<file path="config.mk">
export PLATFORM = sky130hd
export DESIGN_NAME = instr_mem_arbiter
export DESIGN_NICKNAME = d
export VERILOG_FILES = /design/src/rtl/instr_mem_arbiter.sv
export SDC_FILE = /design/constraint.sdc
export NUM_CORES = 1
export LEC_CHECK = 0
export CORE_UTILIZATION = 38
export DETAILED_ROUTE_END_ITERATION = 10
export PLACE_DENSITY = 0.86
export SLEW_MARGIN = 20
export SYNTH_ARGS = -nofsm -noshare
export SYNTH_HDL_FRONTEND = slang
export SYNTH_SLANG_ARGS = --single-unit
export TNS_END_PERCENT = 30
</file>
<file path="constraint.sdc">
create_clock -name Clk -period 2.4 [get_ports Clk]
set_clock_uncertainty 0.1 [all_clocks]
set_input_delay 0.24 -clock Clk [delete_from_list [all_inputs] [get_ports Clk]]
set_output_delay 0.24 -clock Clk [all_outputs]
set_load 0.005 [all_outputs]
</file>
<file path="src/rtl/instr_mem_arbiter.sv">
// Single-port instruction memory sequencer: boot-time loader ownership, then
// fetch-priority arbitration with loader starvation protection and NOP-on-error fetches.
module instr_mem_arbiter #(
  parameter int ADDR_W     = 10,
  parameter int STARVE_MAX = 8
) (
  input  logic              Clk,
  input  logic              ResetN,
  input  logic              FetchReq,
  input  logic [31:0]       FetchAddr,
  output logic              FetchGnt,
  output logic              FetchValid,
  output logic [31:0]       FetchInstr,
  output logic              FetchErr,
  input  logic              LoadReq,
  input  logic              LoadWe,
  input  logic [ADDR_W-1:0] LoadAddr,
  input  logic [31:0]       LoadWData,
  input  logic              LoadDone,
  output logic              LoadGnt,
  output logic              LoadAck,
  output logic [31:0]       LoadRData,
  output logic              Stall,
  output logic              BootDone,
  output logic              MemEn,
  output logic              MemWe,
  output logic [ADDR_W-1:0] MemAddr,
  output logic [31:0]       MemWData,
  input  logic [31:0]       MemRData
);

  localparam logic [0:0] ST_BOOT   = 1'b0;
  localparam logic [0:0] ST_RUN    = 1'b1;
  localparam logic [1:0] TAG_NONE  = 2'd0;
  localparam logic [1:0] TAG_FETCH = 2'd1;
  localparam logic [1:0] TAG_LOAD  = 2'd2;
  localparam int         CNT_W     = $clog2(STARVE_MAX + 1);

  logic [0:0]        state_q, state_d;
  logic [CNT_W-1:0]  starve_cnt_q, starve_cnt_d;
  logic [1:0]        tag_q, tag_d;
  logic              err_q, err_d;
  logic              we_q, we_d;
  logic [31:0]       fetch_instr_q, fetch_instr_d;
  logic [31:0]       load_rdata_q, load_rdata_d;
  logic              fetch_err, starved, fetch_gnt, load_gnt, stall;
  logic [ADDR_W-1:0] fetch_word;

  assign fetch_word = FetchAddr[ADDR_W+1:2];
  assign fetch_err  = (FetchAddr[1:0] != 2'b00) | ((FetchAddr >> (ADDR_W + 2)) != 32'd0);
  assign starved    = (starve_cnt_q == CNT_W'(STARVE_MAX));

  always_comb begin
    fetch_gnt = 1'b0;
    load_gnt  = 1'b0;
    stall     = 1'b1;
    state_d   = state_q;
    if (state_q == ST_BOOT) begin
      load_gnt = LoadReq;
      if (LoadDone) state_d = ST_RUN;
    end else begin
      // Fetch wins unless the loader has been refused STARVE_MAX cycles in a row.
      load_gnt  = LoadReq & (~FetchReq | starved);
      fetch_gnt = FetchReq & ~load_gnt;
      stall     = FetchReq & ~fetch_gnt;
    end

    starve_cnt_d = '0;
    if (LoadReq & ~load_gnt)
      starve_cnt_d = starved ? starve_cnt_q : starve_cnt_q + CNT_W'(1);

    tag_d = TAG_NONE;
    err_d = 1'b0;
    we_d  = 1'b0;
    if (fetch_gnt) begin
      tag_d = TAG_FETCH;
      err_d = fetch_err;
    end else if (load_gnt) begin
      tag_d = TAG_LOAD;
      we_d  = LoadWe;
    end

    MemEn    = (fetch_gnt & ~fetch_err) | load_gnt;
    MemWe    = load_gnt & LoadWe;
    MemAddr  = '0;
    MemWData = '0;
    if (load_gnt) begin
      MemAddr  = LoadAddr;
      MemWData = LoadWData;
    end else if (fetch_gnt) begin
      MemAddr = fetch_word;
    end

    // Response data bypasses MemRData in the ack cycle, then holds.
    fetch_instr_d = fetch_instr_q;
    if (tag_q == TAG_FETCH) fetch_instr_d = err_q ? 32'h0 : MemRData;
    load_rdata_d = load_rdata_q;
    if ((tag_q == TAG_LOAD) && !we_q) load_rdata_d = MemRData;
  end

  always_ff @(posedge Clk or negedge ResetN) begin
    if (!ResetN) begin
      state_q       <= ST_BOOT;
      starve_cnt_q  <= '0;
      tag_q         <= TAG_NONE;
      err_q         <= 1'b0;
      we_q          <= 1'b0;
      fetch_instr_q <= '0;
      load_rdata_q  <= '0;
    end else begin
      state_q       <= state_d;
      starve_cnt_q  <= starve_cnt_d;
      tag_q         <= tag_d;
      err_q         <= err_d;
      we_q          <= we_d;
      fetch_instr_q <= fetch_instr_d;
      load_rdata_q  <= load_rdata_d;
    end
  end

  assign FetchGnt   = fetch_gnt;
  assign LoadGnt    = load_gnt;
  assign Stall      = stall;
  assign FetchValid = (tag_q == TAG_FETCH);
  assign FetchErr   = (tag_q == TAG_FETCH) & err_q;
  assign LoadAck    = (tag_q == TAG_LOAD);
  assign FetchInstr = fetch_instr_d;
  assign LoadRData  = load_rdata_d;
  assign BootDone   = (state_q == ST_RUN);

endmodule

</file>
==> results of run 1 <==
[cells in the final DEF (no fill, tap or decap), drive strengths merged, types with 3 or more instances in the layout]
cell type | netlist | layout
clkdlybuf4s50 | 0 | 152
dfrtp | 73 | 73
nand2 | 67 | 67
clkdlybuf4s15 | 0 | 35
and2 | 34 | 34
mux2 | 32 | 32
o21ai | 32 | 32
clkbuf | 8 | 23
buf | 12 | 20
dlygate4sd2 | 0 | 18
a22o | 10 | 10
dlymetal6s2s | 0 | 10
inv | 6 | 7
nor2 | 6 | 6
nor4 | 5 | 5
bufinv | 0 | 3
[critical path: cells and delay by family (launching register included)]
kind          cells  cell delay, ns
buf+inv           2            0.75
flops             1            0.40
mux               1            0.35
simple gates      2            0.36
[sequential cells by signal, summed over array words and instances (netlist names)]
signal	cells
fetch_instr_q	32
load_rdata_q	32
starve_cnt_q	4
tag_q	2
BootDone	1
err_q	1
we_q	1
[cell families after synthesis]
family	share of synthesized area [%]
AOI/OAI and AO/OA	8.61
xor gates and xnor gates	0.541
adders and majority gates	0.772
buffers and inverters	4.36
DFF	56.4
muxes	11.1
and+or+nand+nor	18.2
[metal layers]
layer  up-vias  global-route usage [%]
met2       156                    46.1
met3        30                    5.39
met4         0                    13.1
met1      1519                    26.8
met5         -                       0
li1       1499                       -
[layout make-up]
type                       count  share of cell area, %
timing repair buffer         251                   42.1
clock inverter                 7                   1.94
multi-input combinational    204                   21.4
clock buffer                   9                   2.02
sequential                    73                   29.9
tap                          105                   2.15
inverter                       6                  0.450
timing repair inverter         1                  0.102
[path summary, 6_finish.rpt]
path / endpoint / cells after the start / startpoint / slack (ns)
worst min register to register: fetch_instr_q[11]$_DFF_PN0_ / 2 / fetch_instr_q[11]$_DFF_PN0_ / 0.40
max in group asynchronous: fetch_instr_q[26]$_DFF_PN0_ / 2 / ResetN / 1.14
worst max-delay path: LoadRData[4] / 5 / tag_q[0]$_DFF_PN0_ / -0.13
worst min-delay path: BootDone$_DFF_PN0_ / 2 / LoadDone / 0.37
worst max register to register: starve_cnt_q[2]$_DFFE_PN0P_ / 6 / starve_cnt_q[1]$_DFFE_PN0P_ / 0.64
min in group asynchronous: fetch_instr_q[3]$_DFF_PN0_ / 2 / ResetN / 0.48
[metrics by stage]
| stage | cell area (um^2) | hold slack (ns) | util, % | setup WS (ns) | setup TNS [ns] |
|---|---|---|---|---|---|
| floorplan | 3240 | -0.156 | - | 0.632 | 0 |
| global placement | 5630 | 0.315 | 68.6 | 0.0178 | 0 |
| detailed placement | 5630 | 0.327 | 68.6 | -0.00285 | -0.00285 |
| CTS | 5930 | 0.356 | 72.1 | -0.166 | -2.04 |
| global route | 6120 | 0.369 | 74.5 | -0.207 | -2.04 |
| finish | 6120 | 0.371 | 74.5 | -0.134 | -0.900 |
[report_power, final]
part,switching (mW),internal [mW]
Sequential,0.0493,1.40
Clock,0.458,0.690
Combinational,0.372,0.622
Total,0.880,2.71
[timing repair]
item | CTS | global route
cloned | 3 | 4
gates resized for setup | 73 | 83
pin swaps | 1 | 3
setup buffers | 5 | 5
hold buffers | 1 | 0
setup endpoints to repair | 78 | 94
endpoints found under the hold margin | 73 | 0
==> impl_metrics.ini, run 1 <==
[synth]
yosysSeqAreaShare_pct = 56.4
syn_area_per_cell_um2 = 10.7
yosysMostFrequentCell = dfrtp_1
yosys_register_bits = 73
syn-cell-area_um2 = 3240
synth_top_area_share_pct = 56.4
synth_edf_count = 0
synth_nets = 417
synth_top_cell_by_area = dfrtp_1
ys_top_cells_by_count = 73 x dfrtp_1, 67 x nand2_1, 34 x and2_1
ys_types = 31
yosys_most_used_dff = dfrtp_1
syn_inst = 303
ys_async_sr_fraction_pct = 100
yosys_warnings = 0
synth_area_leaders = dfrtp_1 56%, mux2_2 11%, nand2_1 7.8%, and2_1 6.6%, o21ai_0 4.9%

[setup_path]
slowest_delay_ns = 0.45
cp.arrival_ns = 2.19
cp_cell_sequence = nor2b_2 -> nor2b_4 -> bufbuf_16 -> mux2_2 -> clkdlybuf4s50_1
crit_path_top_delay_cell = clkdlybuf4s50_1
path_class = register to primary output
start_kind = register
cp.required_ns = 2.06
endpoint_kind = primary output
cp_max_fo = 8

[floorplan]
dieArea_um2 = 8900
start_util_pct = 39.4
core-area_um2 = 8220
num_io_pins = 227
rows = 33
die_x_um = 94.3
dieHeight_um = 94.3

[route]
ant_nets = 0
drt_iter0_drc = 114
dr.max_layer_used = met4
wl_met2_um = 6280
dr_wl_met3_um = 741
wl_per_cell_um = 17.5
wl_met1_um = 4040
drc = 0
drtPass1Iterations = 6
routed_wl_um = 11500
routed_via_density = 4.88
via_count = 3204

[finish]
multi_input_area_um2 = 1310
drive_gt1_share_pct = 17.1
n_antenna_cell = 0
synthToLayoutAreaGrowth_pct = 88.8
final-seq-area_um2 = 1830
final_nets = 660
fillers = 565
fin_cells = 656

[job]
drv_cap = 0

[clocking]
numCtsBuffers = 9
cts_tree = yes
clk_path_buf_depth = 2
cts.clk_slew.worst_paths_ns = 0.08
clockRootBuffer = clkbuf_8
cts_num_sinks = 73
h-tree-depth = 3
clk_latency_ns = 0.33

[global_route]
grt_pass1_vias = 3194
grt_max_degree = 74
grtUsageTotal_pct = 25.1
antenna_found_initial = 0
grt_pass1_wl_um = 16500
grt_overflow = 0

[sta]
finalHoldViolCount = 0
setup_ws_ns = -0.134
setup_viol = 12
slew_headroom_pct = 39.6
fmaxAchievable_ghz = 0.395
final.period_utilization_pct = 106
report.final.slew_viol_count = 0
finalCriticalPeriod_ns = 2.53
rsz0062_at_grt = yes
tightest_slew_ns = 0.906

[status]
violations = setup timing
status = finished, violations left

[power]
total_power_mw = 3.59
vdd_ir_drop_max_mv = 0.338
powerDensity_nw_per_um2 = 587
p_leak_nw = 2.80

[placed_design]
post-place-cells = 622
hpwl_um = 7970
gp_congestion = 0.997
io_buffers = 226

[min_path]
hp-class = input pin to register
Note: power is estimated with default switching activity, not from simulation.
==> inputs of run 2 (changes only) <==
Settings changed: CORE_MARGIN from default to 4.
==> run 2 against run 1 <==
Net effect:
- the run now ends clean
- first-iteration DRC count shrank 7.0%
- wire length grew 5.1%
- critical path depth increased by 2
- design area down 1.6%
- worst setup slack improved by 0.15 ns
- critical path type unchanged
- largest cell class unchanged
==> impl_metrics.ini, run 2 (synthesis gave the netlist of run 1 again) <==
[status]
status = complete, no violations

[min_path]
hp-class = input pin to register

[floorplan]
core-area_um2 = 8260
dieHeight_um = 100
die_x_um = 100
rows = 33
start_util_pct = 39.2
dieArea_um2 = 10100
num_io_pins = 227

[clocking]
cts_num_sinks = 73
clockRootBuffer = clkbuf_8
cts_tree = yes
cts.clk_slew.worst_paths_ns = 0.07
h-tree-depth = 3
numCtsBuffers = 9
clk_path_buf_depth = 2
clk_latency_ns = 0.33

[route]
wl_per_cell_um = 18.6
routed_via_density = 4.94
drt_iter0_drc = 106
drc = 0
drtPass1Iterations = 4
ant_nets = 0
via_count = 3193
routed_wl_um = 12000

[placed_design]
io_buffers = 226
gp_congestion = 0.874
pre_cts_ws_ns = -0.0215
hpwl_um = 8870

[power]
powerDensity_nw_per_um2 = 588
vdd_ir_drop_max_mv = 0.257
p_leak_nw = 2.80

[sta]
slew_headroom_pct = 38.9
fmaxAchievable_ghz = 0.419
report.final.slew_viol_count = 0
tightest_slew_ns = 0.917
final.period_utilization_pct = 99.4
finalCriticalPeriod_ns = 2.39
setup_viol = 0
setup_ws_ns = 0.0149
setup-tns-final_ns = 0
rsz0062_at_grt = yes
finalHoldViolCount = 0

[setup_path]
cp.arrival_ns = 2.05
cp_max_fo = 23
endpoint_kind = primary output
slowest_delay_ns = 0.38
cp_cell_sequence = inv_1 -> ha_1 -> and3b_2 -> o21a_4 -> clkbuf_16 -> and2_1 -> dlygate4sd2_1
crit_path_top_delay_cell = dfrtp_1
path_class = register to primary output
critPathBufInv = 3
cp.required_ns = 2.06
crit_family = buffers and inverters
reg2reg_slack_ns = 0.61
start_kind = register

[global_route]
use_met1_pct = 21.2
antenna_found_initial = 0
grt_pass1_vias = 3289
use_met3_pct = 5.70
grt_pass1_wl_um = 16900
grt_overflow = 0
top_usage_layer = met2
grtUsageTotal_pct = 22.2
grt_max_degree = 74
use_met2_pct = 42.9

[finish]
n_antenna_cell = 0
synthToLayoutAreaGrowth_pct = 85.9
post-route-util_pct = 72.9
final_cell_mix = 147 x clkdlybuf4s50_1, 73 x dfrtp_1, 67 x nand2_1, 44 x dlygate4sd2_1, 34 x and2_1
reg_top3 = fetch_instr_q (32), load_rdata_q (32), starve_cnt_q (4)
final_common_cell = clkdlybuf4s50_1
drive_gt1_share_pct = 13.9
final_nets = 650

[job]
drv_cap = 0
run 2: changes by cell type in the layout (fill, tap and decap cells not counted), sizes merged:
cell / before / now
bufinv: 3 / 2
clkdlybuf4s50: 152 / 147
bufbuf: 1 / 0
buf: 20 / 11
clkdlybuf4s15: 35 / 30
dlymetal6s2s: 10 / 2
clkbuf: 23 / 17
clkinvlp: 2 / 1
dlygate4sd2: 18 / 44
run 2: repair_timing:
item,CTS,global route
resized for setup,98,48
hold buffers,1,0
setup buffers,1,3
gates cloned,1,4
endpoints found under the hold margin,73,0
pin swaps,0,2
endpoints found under the setup margin,78,29
run 2: stage by stage:
step / area, um^2 / hold slack, ns / power, mW / std cells
finish: 6020 / 0.390 / 3.54 / 646
global placement: 5620 / 0.321 / 2.47 / 620
global route: 6020 / 0.378 / 3.70 / 646
floorplan: 3240 / -0.156 / 1.77 / 303
detailed placement: 5620 / 0.325 / 2.50 / 620
CTS: 5850 / 0.373 / 3.53 / 639
run 2: cell type report:
cell class                 instances  area, um^2
clock buffer                      11         151
clock inverter                     5        77.6
fill                             593        2230
inverter                           6        27.5
multi-input combinational        204        1370
sequential                        73        1830
tap                              105         131
timing repair buffer             241        2430
timing repair inverter             1        6.26
run 2: power by group:
part	total, mW	leakage (nW)	internal, mW	switching [mW]
Combinational	1.01	1.78	0.627	0.381
Clock	1.09	0.115	0.639	0.447
Sequential	1.45	0.908	1.40	0.0490
Total	3.54	2.80	2.67	0.877
run 2: metal layers:
metal  vias up  wire [um]
li1       1473          -
met1      1542       4010
met2       150       6700
met3        28        893
met4         0        437
met5         -          0
run 2: worst paths after layout:
kind / cells past startpoint / endpoint / startpoint
setup / recovery: 7 / MemWe / starve_cnt_q[1]$_DFFE_PN0P_
hold / removal: 2 / BootDone$_DFF_PN0_ / LoadDone
setup reg to reg: 6 / starve_cnt_q[3]$_DFFE_PN0P_ / starve_cnt_q[1]$_DFFE_PN0P_
hold reg to reg: 1 / load_rdata_q[5]$_DFF_PN0_ / load_rdata_q[5]$_DFF_PN0_
max in group asynchronous: 2 / load_rdata_q[26]$_DFF_PN0_ / ResetN
min in group asynchronous: 2 / load_rdata_q[3]$_DFF_PN0_ / ResetN
==> inputs of run 3 (changes only) <==
Settings changed: CORE_MARGIN 4 to 2.
==> run 3 against run 2 <==
Net effect:
- utilization grew 0.47 points
- clock power grew 6%
- sequential power is essentially flat
- sequential share of layout area shrank 0.19 points
- maximum frequency grew 1.7%
- non-clock buffer count shrank 1
- via count grew 0.47%
- critical path depth is the same
- critical path type unchanged
- largest cell class unchanged
==> impl_metrics.ini, run 3 (synthesis gave the netlist of run 1 again) <==
[floorplan]
dieArea_um2 = 9280
start_util_pct = 39.2
dieHeight_um = 96.3
die_x_um = 96.3
core-area_um2 = 8260
num_io_pins = 227
rows = 33

[sta]
tightest_slew_ns = 0.880
final.period_utilization_pct = 97.7
fmaxAchievable_ghz = 0.426
setup-tns-final_ns = 0
setup_viol = 0
rsz0062_at_grt = yes
finalCriticalPeriod_ns = 2.35
finalHoldViolCount = 0
slew_headroom_pct = 41.3
report.final.slew_viol_count = 0

[setup_path]
cp_max_fo = 23
cp_cell_sequence = inv_1 -> ha_2 -> and3b_2 -> o21a_4 -> clkbuf_16 -> and2_1 -> dlygate4sd2_1
worstReg2RegStart = starve_cnt_q[0]$_DFFE_PN0P_
path_class = register to primary output
cp.required_ns = 2.06
ff2ff_path_depth = 6
endpoint_kind = primary output
cp.arrival_ns = 2.01
start_kind = register
slowest_delay_ns = 0.35
crit_path_top_delay_cell = dfrtp_1
startpoint = starve_cnt_q[0]$_DFFE_PN0P_

[route]
wl_per_cell_um = 17.6
drc = 0
routed_wl_um = 11400
routed_via_density = 4.97
drtPass1Iterations = 4
via_count = 3208
drt_iter0_drc = 112
ant_nets = 0

[finish]
final_common_cell = clkdlybuf4s50_1
reg_top3 = fetch_instr_q (32), load_rdata_q (32), starve_cnt_q (4)
fillers = 595
n_antenna_cell = 0
final_nets = 649
final-seq-area_um2 = 1830
drive_gt1_share_pct = 13.7
synthToLayoutAreaGrowth_pct = 87.1
final_cell_mix = 147 x clkdlybuf4s50_1, 73 x dfrtp_1, 67 x nand2_1, 37 x dlymetal6s2s_1, 35 x dlygate4sd2_1
multi_input_area_um2 = 1360

[clocking]
h-tree-depth = 3
clk_latency_ns = 0.34
cts_num_sinks = 73
cts_tree = yes
clk_path_buf_depth = 2
numCtsBuffers = 9
cts.clk_slew.worst_paths_ns = 0.08
clockRootBuffer = clkbuf_8

[power]
p_leak_nw = 3.21
powerDensity_nw_per_um2 = 591
vdd_ir_drop_max_mv = 0.333
total_power_mw = 3.58

[min_path]
hp-class = input pin to register
hold_start = LoadDone
hold_depth = 2

[global_route]
grt_overflow = 0
grt_max_degree = 74
grt_pass1_wl_um = 15700
grtUsageTotal_pct = 22.8
grt_pass1_vias = 3279
antenna_found_initial = 0

[placed_design]
gp_congestion = 0.923
io_buffers = 226
hpwl_um = 8260

[status]
status = complete, no violations

[job]
drv_cap = 0
==> run 3: cell count changes in the layout (fill, tap and decap cells not counted), moves of 2 or more <==
cell	before	now
mux2_4	19	16
dlygate4sd2_1	44	35
clkbuf_16	4	1
clkdlybuf4s15_1	30	4
dlymetal6s2s_1	2	37
mux2_2	13	16
buf_4	7	9
==> run 3: critical path, delay by kind of cell (launching register included) <==
kind	cells	cell delay, ns
DFF	1	0.35
adders and majority gates	1	0.19
buffers and inverters	3	0.51
AOI/OAI and AO/OA	1	0.24
and+or+nand+nor	2	0.38
==> run 3: worst paths after layout <==
path                                                to  slack (ns)
setup / recovery                          MemWData[13]        0.05
hold / removal                      BootDone$_DFF_PN0_        0.38
setup reg to reg           starve_cnt_q[1]$_DFFE_PN0P_        0.64
hold reg to reg             load_rdata_q[29]$_DFF_PN0_        0.39
max in group asynchronous   load_rdata_q[28]$_DFF_PN0_        1.16
min in group asynchronous   fetch_instr_q[3]$_DFF_PN0_        0.48
==> run 3: per-layer routing <==
| metal | GRT usage [%] | up-vias | routed length (um) |
|---|---|---|---|
| met5 | 0 | - | 0 |
| met4 | 14.2 | 0 | 649 |
| met3 | 8.46 | 45 | 915 |
| met2 | 41.0 | 162 | 6070 |
| met1 | 21.9 | 1526 | 3740 |
| li1 | - | 1475 | - |
==> run 3: layout make-up <==
type	count	share of cell area [%]
repair buffers	240	40.7
inverters	6	0.454
repair inverters	1	0.144
clock inverters	5	1.69
multi-input cells	204	22.4
well taps	105	2.17
clock buffers	11	2.33
flip-flops and latches	73	30.1
==> run 3: power breakdown <==
part	switching [mW]	total (mW)	leakage [nW]	internal (mW)
sequential	0.0495	1.45	0.908	1.40
clock	0.444	1.16	0.120	0.718
combinational	0.366	0.972	2.18	0.606
total	0.859	3.58	3.21	2.72
==> run 3: through the flow <==
stage | hold slack (ns) | utilization, % | instances | setup slack [ns] | cell area, um^2
6_report | 0.378 | 73.4 | 645 | 0.0542 | 6060
2_1_floorplan | -0.156 | - | 303 | 0.632 | 3240
5_1_grt | 0.377 | 73.4 | 645 | -0.0370 | 6060
3_3_place_gp | 0.313 | 68.1 | 622 | -0.00577 | 5620
4_1_cts | 0.354 | 71.6 | 643 | -0.162 | 5910
3_5_place_dp | 0.323 | 68.1 | 622 | -0.0410 | 5620
==> run 3: timing repair <==
action	4_1_cts	5_1_grt
setup buffers	3	1
gates resized for setup	61	60
setup endpoints to repair	78	72
endpoints found under the hold margin	73	0
gates cloned	1	1
hold buffers	1	0
pin swaps	1	2
